## config.mk

```make
export PLATFORM = sky130hd
export DESIGN_NAME = cpu_run_ctrl
export DESIGN_NICKNAME = d
export VERILOG_FILES = /design/src/rtl/cpu_run_ctrl_pkg.sv /design/src/rtl/stream_down_counter.sv /design/src/rtl/cpu_run_ctrl.sv
export SDC_FILE = /design/constraint.sdc
export NUM_CORES = 1
export LEC_CHECK = 0
export ABC_AREA = 1
export ABC_CLOCK_PERIOD_IN_PS = 6200
export CAP_MARGIN = 25
export CELL_PAD_IN_SITES_DETAIL_PLACEMENT = 1
export CELL_PAD_IN_SITES_GLOBAL_PLACEMENT = 1
export CORE_ASPECT_RATIO = 0.8
export CORE_MARGIN = 4
export CORE_UTILIZATION = 28
export CTS_BUF_LIST = sky130_fd_sc_hd__clkbuf_8
export CTS_CLUSTER_DIAMETER = 150
export DETAILED_ROUTE_END_ITERATION = 8
export GPL_TIMING_DRIVEN = 0
export PLACE_DENSITY = 0.81
export SLEW_MARGIN = 10
export SYNTH_ARGS = -nofsm -noshare
export SYNTH_HDL_FRONTEND = slang
export SYNTH_HIERARCHICAL = 1
export SYNTH_SLANG_ARGS = --single-unit
export TNS_END_PERCENT = 1
```

## constraint.sdc

```tcl
create_clock -name clk -period 6.2 [get_ports clk]
set_input_delay 1.24 -clock clk [delete_from_list [all_inputs] [get_ports clk]]
set_output_delay 1.24 -clock clk [all_outputs]
set_load 0.1 [all_outputs]
```

## src/rtl/cpu_run_ctrl_pkg.sv

```systemverilog
// Shared types and constants for the cpu run controller: session state
// encoding, byte-address shifts for the two memories and default widths.
package cpu_ctrl_pkg;

    localparam int DEF_IW_W   = 7;
    localparam int DEF_DW_W   = 7;
    localparam int DEF_CYC_W  = 32;
    localparam int DEF_RD_LAT = 1;

    // Word index to byte address: imem holds 32-bit words, dmem 64-bit words.
    localparam int IMEM_SHIFT = 2;
    localparam int DMEM_SHIFT = 3;

    typedef enum logic [2:0] {
        ST_IDLE      = 3'd0,
        ST_LOAD      = 3'd1,
        ST_RUN       = 3'd2,
        ST_DUMP_REQ  = 3'd3,
        ST_DUMP_WAIT = 3'd4,
        ST_DUMP_OUT  = 3'd5,
        ST_DONE      = 3'd6
    } state_e;

    // Phases run in the order LOAD, RUN, DUMP; empty phases are skipped.
    function automatic state_e first_phase(input logic load_nz,
                                           input logic run_nz,
                                           input logic dump_nz);
        state_e nxt;
        if (load_nz) begin
            nxt = ST_LOAD;
        end else if (run_nz) begin
            nxt = ST_RUN;
        end else if (dump_nz) begin
            nxt = ST_DUMP_REQ;
        end else begin
            nxt = ST_DONE;
        end
        return nxt;
    endfunction

endpackage

```

## src/rtl/stream_down_counter.sv

```systemverilog
// Loadable stream counter: counts the remaining items down while counting
// the item index up. last_o marks the final item so the owner can leave
// its phase on the same edge that consumes it. Steps stop at zero remaining.
module stream_down_counter #(
    parameter int W = 8
) (
    input  logic         clk,
    input  logic         rst_n,
    input  logic         load_i,
    input  logic [W-1:0] len_i,
    input  logic         step_i,
    output logic [W-1:0] idx_o,
    output logic         last_o
);

    localparam logic [W-1:0] ONE  = W'(1);
    localparam logic [W-1:0] ZERO = {W{1'b0}};

    logic [W-1:0] rem_q;
    logic [W-1:0] rem_d;
    logic [W-1:0] idx_q;
    logic [W-1:0] idx_d;

    // Next count: a fresh load wins over a step; exhausted counters hold.
    always_comb begin
        rem_d = rem_q;
        idx_d = idx_q;
        if (load_i) begin
            rem_d = len_i;
            idx_d = ZERO;
        end else if (step_i && (rem_q != ZERO)) begin
            rem_d = rem_q - ONE;
            idx_d = idx_q + ONE;
        end else begin
            rem_d = rem_q;
            idx_d = idx_q;
        end
    end

    // Counter registers.
    always_ff @(posedge clk or negedge rst_n) begin
        if (!rst_n) begin
            rem_q <= ZERO;
            idx_q <= ZERO;
        end else begin
            rem_q <= rem_d;
            idx_q <= idx_d;
        end
    end

    assign idx_o  = idx_q;
    assign last_o = (rem_q == ONE);

endmodule

```

## src/rtl/cpu_run_ctrl.sv

```systemverilog
// Session sequencer for the RV64 core: streams a program into imem, runs
// the core for a set number of cycles, then streams a window of dmem out.
// The core itself keeps its own reset; this block only gates its enable.
module cpu_run_ctrl
    import cpu_ctrl_pkg::*;
#(
    parameter int IW_W   = DEF_IW_W,
    parameter int DW_W   = DEF_DW_W,
    parameter int CYC_W  = DEF_CYC_W,
    parameter int RD_LAT = DEF_RD_LAT
) (
    input  logic             clk,
    input  logic             arst_n,
    input  logic             start,
    input  logic [IW_W:0]    prog_len,
    input  logic [CYC_W-1:0] run_cycles,
    input  logic [DW_W:0]    dump_len,
    input  logic             load_valid,
    input  logic [31:0]      load_data,
    output logic             load_ready,
    output logic             dump_valid,
    output logic [63:0]      dump_data,
    input  logic             dump_ready,
    output logic             busy,
    output logic             done,
    output logic             cpu_enable,
    output logic [63:0]      addr_ext,
    output logic             wen_ext,
    output logic             ren_ext,
    output logic [31:0]      wdata_ext,
    output logic [63:0]      addr_ext_2,
    output logic             wen_ext_2,
    output logic             ren_ext_2,
    output logic [63:0]      wdata_ext_2,
    input  logic [63:0]      rdata_ext_2,
    output logic [CYC_W-1:0] cycle_cnt
);

    // Memory capacities in words; longer requests are clamped to these.
    localparam logic [IW_W:0] IMEM_WORDS = {1'b1, {IW_W{1'b0}}};
    localparam logic [DW_W:0] DMEM_WORDS = {1'b1, {DW_W{1'b0}}};
    localparam logic [1:0]    WAIT_LAST  = 2'(RD_LAT - 1);

    state_e          state_q;
    state_e          state_d;
    logic            cpu_enable_q;
    logic [63:0]     dump_data_q;
    logic [1:0]      wait_q;
    logic            run_nz_q;
    logic            dump_nz_q;

    logic            start_acc_s;
    logic [IW_W:0]   prog_sat_s;
    logic [DW_W:0]   dump_sat_s;
    logic            load_hs_s;
    logic            run_step_s;
    logic            dump_hs_s;
    logic [IW_W:0]   ld_idx_s;
    logic            ld_last_s;
    logic [DW_W:0]   dp_idx_s;
    logic            dp_last_s;
    logic            run_last_s;

    assign start_acc_s = start && ((state_q == ST_IDLE) || (state_q == ST_DONE));
    assign prog_sat_s  = (prog_len > IMEM_WORDS) ? IMEM_WORDS : prog_len;
    assign dump_sat_s  = (dump_len > DMEM_WORDS) ? DMEM_WORDS : dump_len;
    assign load_hs_s   = (state_q == ST_LOAD) && load_valid;
    assign run_step_s  = (state_q == ST_RUN);
    assign dump_hs_s   = (state_q == ST_DUMP_OUT) && dump_ready;

    stream_down_counter #(.W(IW_W + 1)) u_load_cnt (
        .clk    (clk),
        .rst_n  (arst_n),
        .load_i (start_acc_s),
        .len_i  (prog_sat_s),
        .step_i (load_hs_s),
        .idx_o  (ld_idx_s),
        .last_o (ld_last_s)
    );

    // The run counter's up-index doubles as the visible cycle count, so it
    // clears on start and holds its final value until the next session.
    stream_down_counter #(.W(CYC_W)) u_run_cnt (
        .clk    (clk),
        .rst_n  (arst_n),
        .load_i (start_acc_s),
        .len_i  (run_cycles),
        .step_i (run_step_s),
        .idx_o  (cycle_cnt),
        .last_o (run_last_s)
    );

    stream_down_counter #(.W(DW_W + 1)) u_dump_cnt (
        .clk    (clk),
        .rst_n  (arst_n),
        .load_i (start_acc_s),
        .len_i  (dump_sat_s),
        .step_i (dump_hs_s),
        .idx_o  (dp_idx_s),
        .last_o (dp_last_s)
    );

    // Next-state selection for the session sequencer.
    always_comb begin
        state_d = state_q;
        case (state_q)
            ST_IDLE, ST_DONE: begin
                if (start) begin
                    state_d = first_phase(prog_sat_s != {(IW_W + 1){1'b0}},
                                          run_cycles != {CYC_W{1'b0}},
                                          dump_sat_s != {(DW_W + 1){1'b0}});
                end else begin
                    state_d = state_q;
                end
            end
            ST_LOAD: begin
                if (load_hs_s && ld_last_s) begin
                    state_d = first_phase(1'b0, run_nz_q, dump_nz_q);
                end else begin
                    state_d = ST_LOAD;
                end
            end
            ST_RUN: begin
                if (run_last_s) begin
                    state_d = first_phase(1'b0, 1'b0, dump_nz_q);
                end else begin
                    state_d = ST_RUN;
                end
            end
            ST_DUMP_REQ: begin
                state_d = ST_DUMP_WAIT;
            end
            ST_DUMP_WAIT: begin
                if (wait_q == WAIT_LAST) begin
                    state_d = ST_DUMP_OUT;
                end else begin
                    state_d = ST_DUMP_WAIT;
                end
            end
            ST_DUMP_OUT: begin
                if (dump_hs_s) begin
                    state_d = dp_last_s ? ST_DONE : ST_DUMP_REQ;
                end else begin
                    state_d = ST_DUMP_OUT;
                end
            end
            default: begin
                state_d = ST_IDLE;
            end
        endcase
    end

    // State, core enable, read-latency wait and readback capture registers.
    always_ff @(posedge clk or negedge arst_n) begin
        if (!arst_n) begin
            state_q      <= ST_IDLE;
            cpu_enable_q <= 1'b0;
            dump_data_q  <= 64'd0;
            wait_q       <= 2'd0;
            run_nz_q     <= 1'b0;
            dump_nz_q    <= 1'b0;
        end else begin
            state_q      <= state_d;
            cpu_enable_q <= (state_d == ST_RUN);
            if (start_acc_s) begin
                run_nz_q  <= (run_cycles != {CYC_W{1'b0}});
                dump_nz_q <= (dump_sat_s != {(DW_W + 1){1'b0}});
            end
            if (state_q == ST_DUMP_WAIT) begin
                if (wait_q == WAIT_LAST) begin
                    dump_data_q <= rdata_ext_2;
                    wait_q      <= 2'd0;
                end else begin
                    wait_q <= wait_q + 2'd1;
                end
            end else begin
                wait_q <= 2'd0;
            end
        end
    end

    // Memory port drive: imem writes follow the load handshake in the same
    // cycle; dmem is read with a single-cycle request pulse per word.
    always_comb begin
        load_ready = 1'b0;
        wen_ext    = 1'b0;
        addr_ext   = 64'd0;
        wdata_ext  = 32'd0;
        ren_ext_2  = 1'b0;
        addr_ext_2 = 64'd0;
        case (state_q)
            ST_LOAD: begin
                load_ready = 1'b1;
                if (load_valid) begin
                    wen_ext   = 1'b1;
                    addr_ext  = 64'(ld_idx_s) << IMEM_SHIFT;
                    wdata_ext = load_data;
                end else begin
                    wen_ext   = 1'b0;
                    addr_ext  = 64'd0;
                    wdata_ext = 32'd0;
                end
            end
            ST_DUMP_REQ: begin
                ren_ext_2  = 1'b1;
                addr_ext_2 = 64'(dp_idx_s) << DMEM_SHIFT;
            end
            default: begin
                load_ready = 1'b0;
            end
        endcase
    end

    assign busy        = (state_q != ST_IDLE) && (state_q != ST_DONE);
    assign done        = (state_q == ST_DONE);
    assign dump_valid  = (state_q == ST_DUMP_OUT);
    assign dump_data   = dump_data_q;
    assign cpu_enable  = cpu_enable_q;
    assign ren_ext     = 1'b0;
    assign wen_ext_2   = 1'b0;
    assign wdata_ext_2 = 64'd0;

endmodule

```

==> metrics.txt <==
# TYPE chip_impl_metric gauge
chip_impl_info{name="timing.critical_path.slowest_stage_cell",value="sky130_fd_sc_hd__clkdlybuf4s50_1"} 1
chip_impl_metric{name="antenna_found_initial",unit=""} 1
chip_impl_metric{name="multiplexer_area_fraction_after_synthesis",unit="%"} 0
chip_impl_metric{name="postPlaceCellArea",unit="sq um"} 16400
chip_impl_info{name="setup.worst_path.end",value="wdata_ext[16]"} 1
chip_impl_metric{name="max-clock-path-buffers",unit=""} 2
chip_impl_metric{name="number_of_global_route_vias_before_repair",unit=""} 12935
chip_impl_metric{name="synth.distinct_cells",unit=""} 34
chip_impl_metric{name="gr-total-overflow",unit=""} 0
chip_impl_info{name="critical_path.reg2reg.startpoint",value="state_q[0]$_DFF_PN0_"} 1
chip_impl_metric{name="maxCapViolCount",unit=""} 0
chip_impl_metric{name="design.final.nets",unit=""} 2451
chip_impl_metric{name="tightest_slew",unit="ps"} 1060
chip_impl_metric{name="async_flop_share",unit="%"} 100
chip_impl_metric{name="dp.final_hpwl",unit="microns"} 38000
chip_impl_metric{name="fp.dieH",unit="microns"} 193
chip_impl_metric{name="syn-instance-count",unit=""} 1793
chip_impl_metric{name="post_route_ant_nets",unit=""} 0
chip_impl_metric{name="design.portCount",unit=""} 478
chip_impl_metric{name="maxClockFrequency",unit="MHz"} 206
chip_impl_metric{name="drc_errors",unit=""} 0
chip_impl_metric{name="drtIter0Drc",unit=""} 721
chip_impl_info{name="cts.root.buffer_cell",value="sky130_fd_sc_hd__clkbuf_8"} 1
chip_impl_metric{name="max-vdd-ir-drop",unit="uV"} 214
chip_impl_metric{name="clkSinkCount",unit=""} 168
chip_impl_metric{name="design_area",unit="sq um"} 16800
chip_impl_info{name="rsz0062_at_grt",value="no"} 1
chip_impl_info{name="path_cells",value="clkbuf_1, clkbuf_1, nand2_1, nor2_1, clkdlybuf4s50_1"} 1
chip_impl_metric{name="route.detailed.vias_per_inst",unit=""} 4.41
chip_impl_metric{name="cts_inserted_buffers",unit=""} 17
chip_impl_metric{name="relSlewSlack",unit="%"} 28.8
chip_impl_metric{name="place.port_buffers",unit=""} 298
chip_impl_metric{name="detailed_route_wl",unit="microns"} 46400
chip_impl_metric{name="reg2regPathDepth",unit=""} 11
chip_impl_info{name="worst_setup_ep_type",value="output pin"} 1
chip_impl_metric{name="area_delta_synth_final",unit="%"} 40.5
chip_impl_metric{name="placementRows",unit=""} 67
chip_impl_metric{name="core_area",unit="sq um"} 42100
chip_impl_info{name="timing.hold.worst.class",value="reg2reg"} 1
chip_impl_info{name="layout.cells.most_common_list",value="sky130_fd_sc_hd__nand2_1, sky130_fd_sc_hd__clkdlybuf4s50_1, sky130_fd_sc_hd__nor2_1"} 1
chip_impl_info{name="critPathMostFrequentCell",value="sky130_fd_sc_hd__clkbuf_1"} 1
chip_impl_metric{name="adder_cell_fraction_of_synth_area",unit="%"} 1.36
chip_impl_info{name="main_combinational_cell_family_by_area_after_synthesis",value="simple AND/OR/NAND/NOR gates"} 1
chip_impl_metric{name="synth_xor_area_share",unit="%"} 1.98
chip_impl_metric{name="final.period_utilization",unit="%"} 78.2
chip_impl_metric{name="count_of_flip_flops_with_a_built_in_enable_after_synthesis",unit=""} 0
chip_impl_metric{name="hold_depth",unit=""} 2
chip_impl_metric{name="die_w",unit="microns"} 239
chip_impl_metric{name="syn_area_per_cell",unit="sq um"} 6.67
chip_impl_metric{name="post-route-min-period",unit="ps"} 4850
chip_impl_metric{name="cts.repair_timing.setup_buffer_count",unit=""} 0
chip_impl_metric{name="path_clk_slew",unit="ps"} 120
chip_impl_metric{name="crit_path_max_fanout",unit=""} 10
chip_impl_info{name="hold_start",value="dump_data[12]$_DFFE_PN0P_"} 1
chip_impl_metric{name="grtUsageTotal",unit="%"} 19.5
chip_impl_metric{name="overall_via_count_from_detail_route",unit=""} 12602
chip_impl_metric{name="ctsResizeCount",unit=""} 0
chip_impl_metric{name="synth_seq_cells",unit=""} 168
chip_impl_metric{name="syn_area",unit="sq um"} 12000
chip_impl_metric{name="n_fill_cell",unit=""} 5418
chip_impl_metric{name="setup-violations-final",unit=""} 0
chip_impl_metric{name="hold_vio_cnt_final",unit=""} 0
chip_impl_info{name="cp-startpoint",value="load_valid"} 1
chip_impl_metric{name="number_of_max_slew_violations_in_the_final_report",unit=""} 0
chip_impl_metric{name="starting_density_of_the_core",unit="%"} 28.4
chip_impl_info{name="r2r_end",value="u_run_cnt/idx_o[9]$_DFFE_PN0P_"} 1
chip_impl_info{name="timing.critical_path.from_type",value="input pin"} 1
chip_impl_metric{name="route.detailed.wl_per_inst",unit="microns"} 16.2
chip_impl_info{name="cts_tree",value="yes"} 1
chip_impl_info{name="path_class",value="in2out"} 1
chip_impl_metric{name="gp_congestion",unit=""} 0.893
chip_impl_metric{name="cts_max_level",unit=""} 4
chip_impl_metric{name="pre_cts_worst_setup_slack",unit="ps"} 1380
chip_impl_metric{name="power.density",unit="nW/um^2"} 510
chip_impl_metric{name="drive_above_1_share",unit="%"} 12.5
chip_impl_metric{name="post_cts_hold_buffer_count",unit=""} 0
chip_impl_info{name="layout.cells.most_common",value="sky130_fd_sc_hd__nand2_1"} 1
chip_impl_metric{name="leakagePower",unit="nW"} 8.40
chip_impl_metric{name="synth_simple_gate_area_share",unit="%"} 40.0
chip_impl_metric{name="design.die.area",unit="sq um"} 46100
chip_impl_metric{name="largest_incremental_delay_on_the_critical_path",unit="ps"} 1220
chip_impl_metric{name="setup_slack",unit="ps"} 1350
chip_impl_metric{name="reg2reg_slack",unit="ps"} 2840
chip_impl_metric{name="synth_sequential_area_ratio",unit="%"} 35.1
chip_impl_metric{name="clk_latency",unit="ps"} 510
chip_impl_metric{name="worstPathArrival",unit="ps"} 3610
chip_impl_metric{name="tns",unit="ps"} 0
chip_impl_metric{name="number_of_warnings_reported_in_the_yosys_synthesis_log",unit=""} 6
chip_impl_info{name="outcome",value="completed"} 1
chip_impl_metric{name="skew",unit="ps"} 22.1
chip_impl_metric{name="critPathRequiredTime",unit="ps"} 4960
chip_impl_metric{name="pin_count_of_the_biggest_net_entering_global_routing",unit=""} 97
chip_impl_metric{name="grt_pass1_wl",unit="microns"} 71500
chip_impl_metric{name="drt_first_pass_iters",unit=""} 5
chip_impl_metric{name="synth_compound_gate_area_share",unit="%"} 3.26
chip_impl_info{name="synth_flop_cell",value="sky130_fd_sc_hd__dfrtp_1"} 1
[critical path: cells and delay by family]
kind	cells	cell delay [ps]
buf+inv	3	1910
simple gates	2	460
[layout make-up]
cell class              count  area [sq um]  area share [%]
flip-flops and latches    168          4200            25.0
plain buffers             228          1660            9.85
repair buffers            300          3040            18.1
diodes                      3          7.51          0.0446
well taps                 552           691            4.11
multi-input cells        1435          6240            37.1
clock inverters            15           211            1.26
inverters                 139           524            3.12
clock buffers              17           234            1.39
[state kept, by name (all words and copies together), names as in the netlist]
register and count:
u_load_cnt/rem_q 8, u_run_cnt/rem_q 32, u_run_cnt/idx_o 32, cpu_enable 1
u_load_cnt/idx_o 8, dump_data 64, u_dump_cnt/idx_o 8, state_q 3
dump_nz_q 1, wait_q 2, u_dump_cnt/rem_q 8, run_nz_q 1
[Yosys cell counts (5+ instances only)]
cell type,number,area (sq um)
sky130_fd_sc_hd__nand2_1,720,2700
sky130_fd_sc_hd__nor2_1,248,931
sky130_fd_sc_hd__buf_4,178,1340
sky130_fd_sc_hd__dfrtp_1,168,4200
sky130_fd_sc_hd__inv_1,127,477
sky130_fd_sc_hd__nand3_1,109,546
sky130_fd_sc_hd__nand4_1,42,263
sky130_fd_sc_hd__o21ai_0,39,195
sky130_fd_sc_hd__clkbuf_1,25,93.8
sky130_fd_sc_hd__buf_6,17,191
sky130_fd_sc_hd__xnor2_1,14,123
sky130_fd_sc_hd__ha_1,13,163
sky130_fd_sc_hd__xor2_1,13,114
sky130_fd_sc_hd__o21ai_2,10,87.6
sky130_fd_sc_hd__inv_2,8,30.0
sky130_fd_sc_hd__nand2_2,6,37.5
sky130_fd_sc_hd__nand2_4,6,67.6
sky130_fd_sc_hd__nor3_2,6,60.1
sky130_fd_sc_hd__a21oi_1,5,25.0
[metrics by stage]
| step | instances | total power, mW | util [%] | hold slack (ps) |
|---|---|---|---|---|
| 2_1_floorplan | 1970 | 6.19 | - | 486 |
| 3_3_place_gp | 2820 | 7.52 | 38.7 | 461 |
| 3_5_place_dp | 2822 | 7.69 | 38.9 | 467 |
| 4_1_cts | 2854 | 8.61 | 39.9 | 499 |
| 5_1_grt | 2855 | 9.07 | 39.9 | 519 |
| 6_report | 2857 | 8.57 | 40.0 | 496 |
[per-layer routing]
metal | GRT usage [%] | vias up | part of all wire, %
li1 | - | 6168 | -
met1 | 25.8 | 6110 | 44
met2 | 32.7 | 268 | 49
met3 | 3.14 | 56 | 4.0
met4 | 6.05 | 0 | 2.4
met5 | 0 | - | 0
[cell families (layout without fill, tap and decap cells)]
group	count (synthesis)	count (layout)
compound gates	62	62
xor+xnor	27	27
fa+ha+maj	13	13
buf+inv	367	699
flops	168	168
other cells	1	181
simple gates	1155	1155
[power breakdown]
part	switching, mW	internal, mW
combinational	4.38	1.35
clock	0.572	0.325
sequential	0.428	1.51
[how the worst min path moves through the flow]
stage                                                  to
after floorplan           u_dump_cnt/idx_o[7]$_DFFE_PN0P_
after global placement          dump_data[50]$_DFFE_PN0P_
after detailed placement        dump_data[18]$_DFFE_PN0P_
after CTS                       dump_data[41]$_DFFE_PN0P_
after global routing            dump_data[18]$_DFFE_PN0P_
final                           dump_data[12]$_DFFE_PN0P_
No activity file was read; power rests on OpenSTA's default activity.
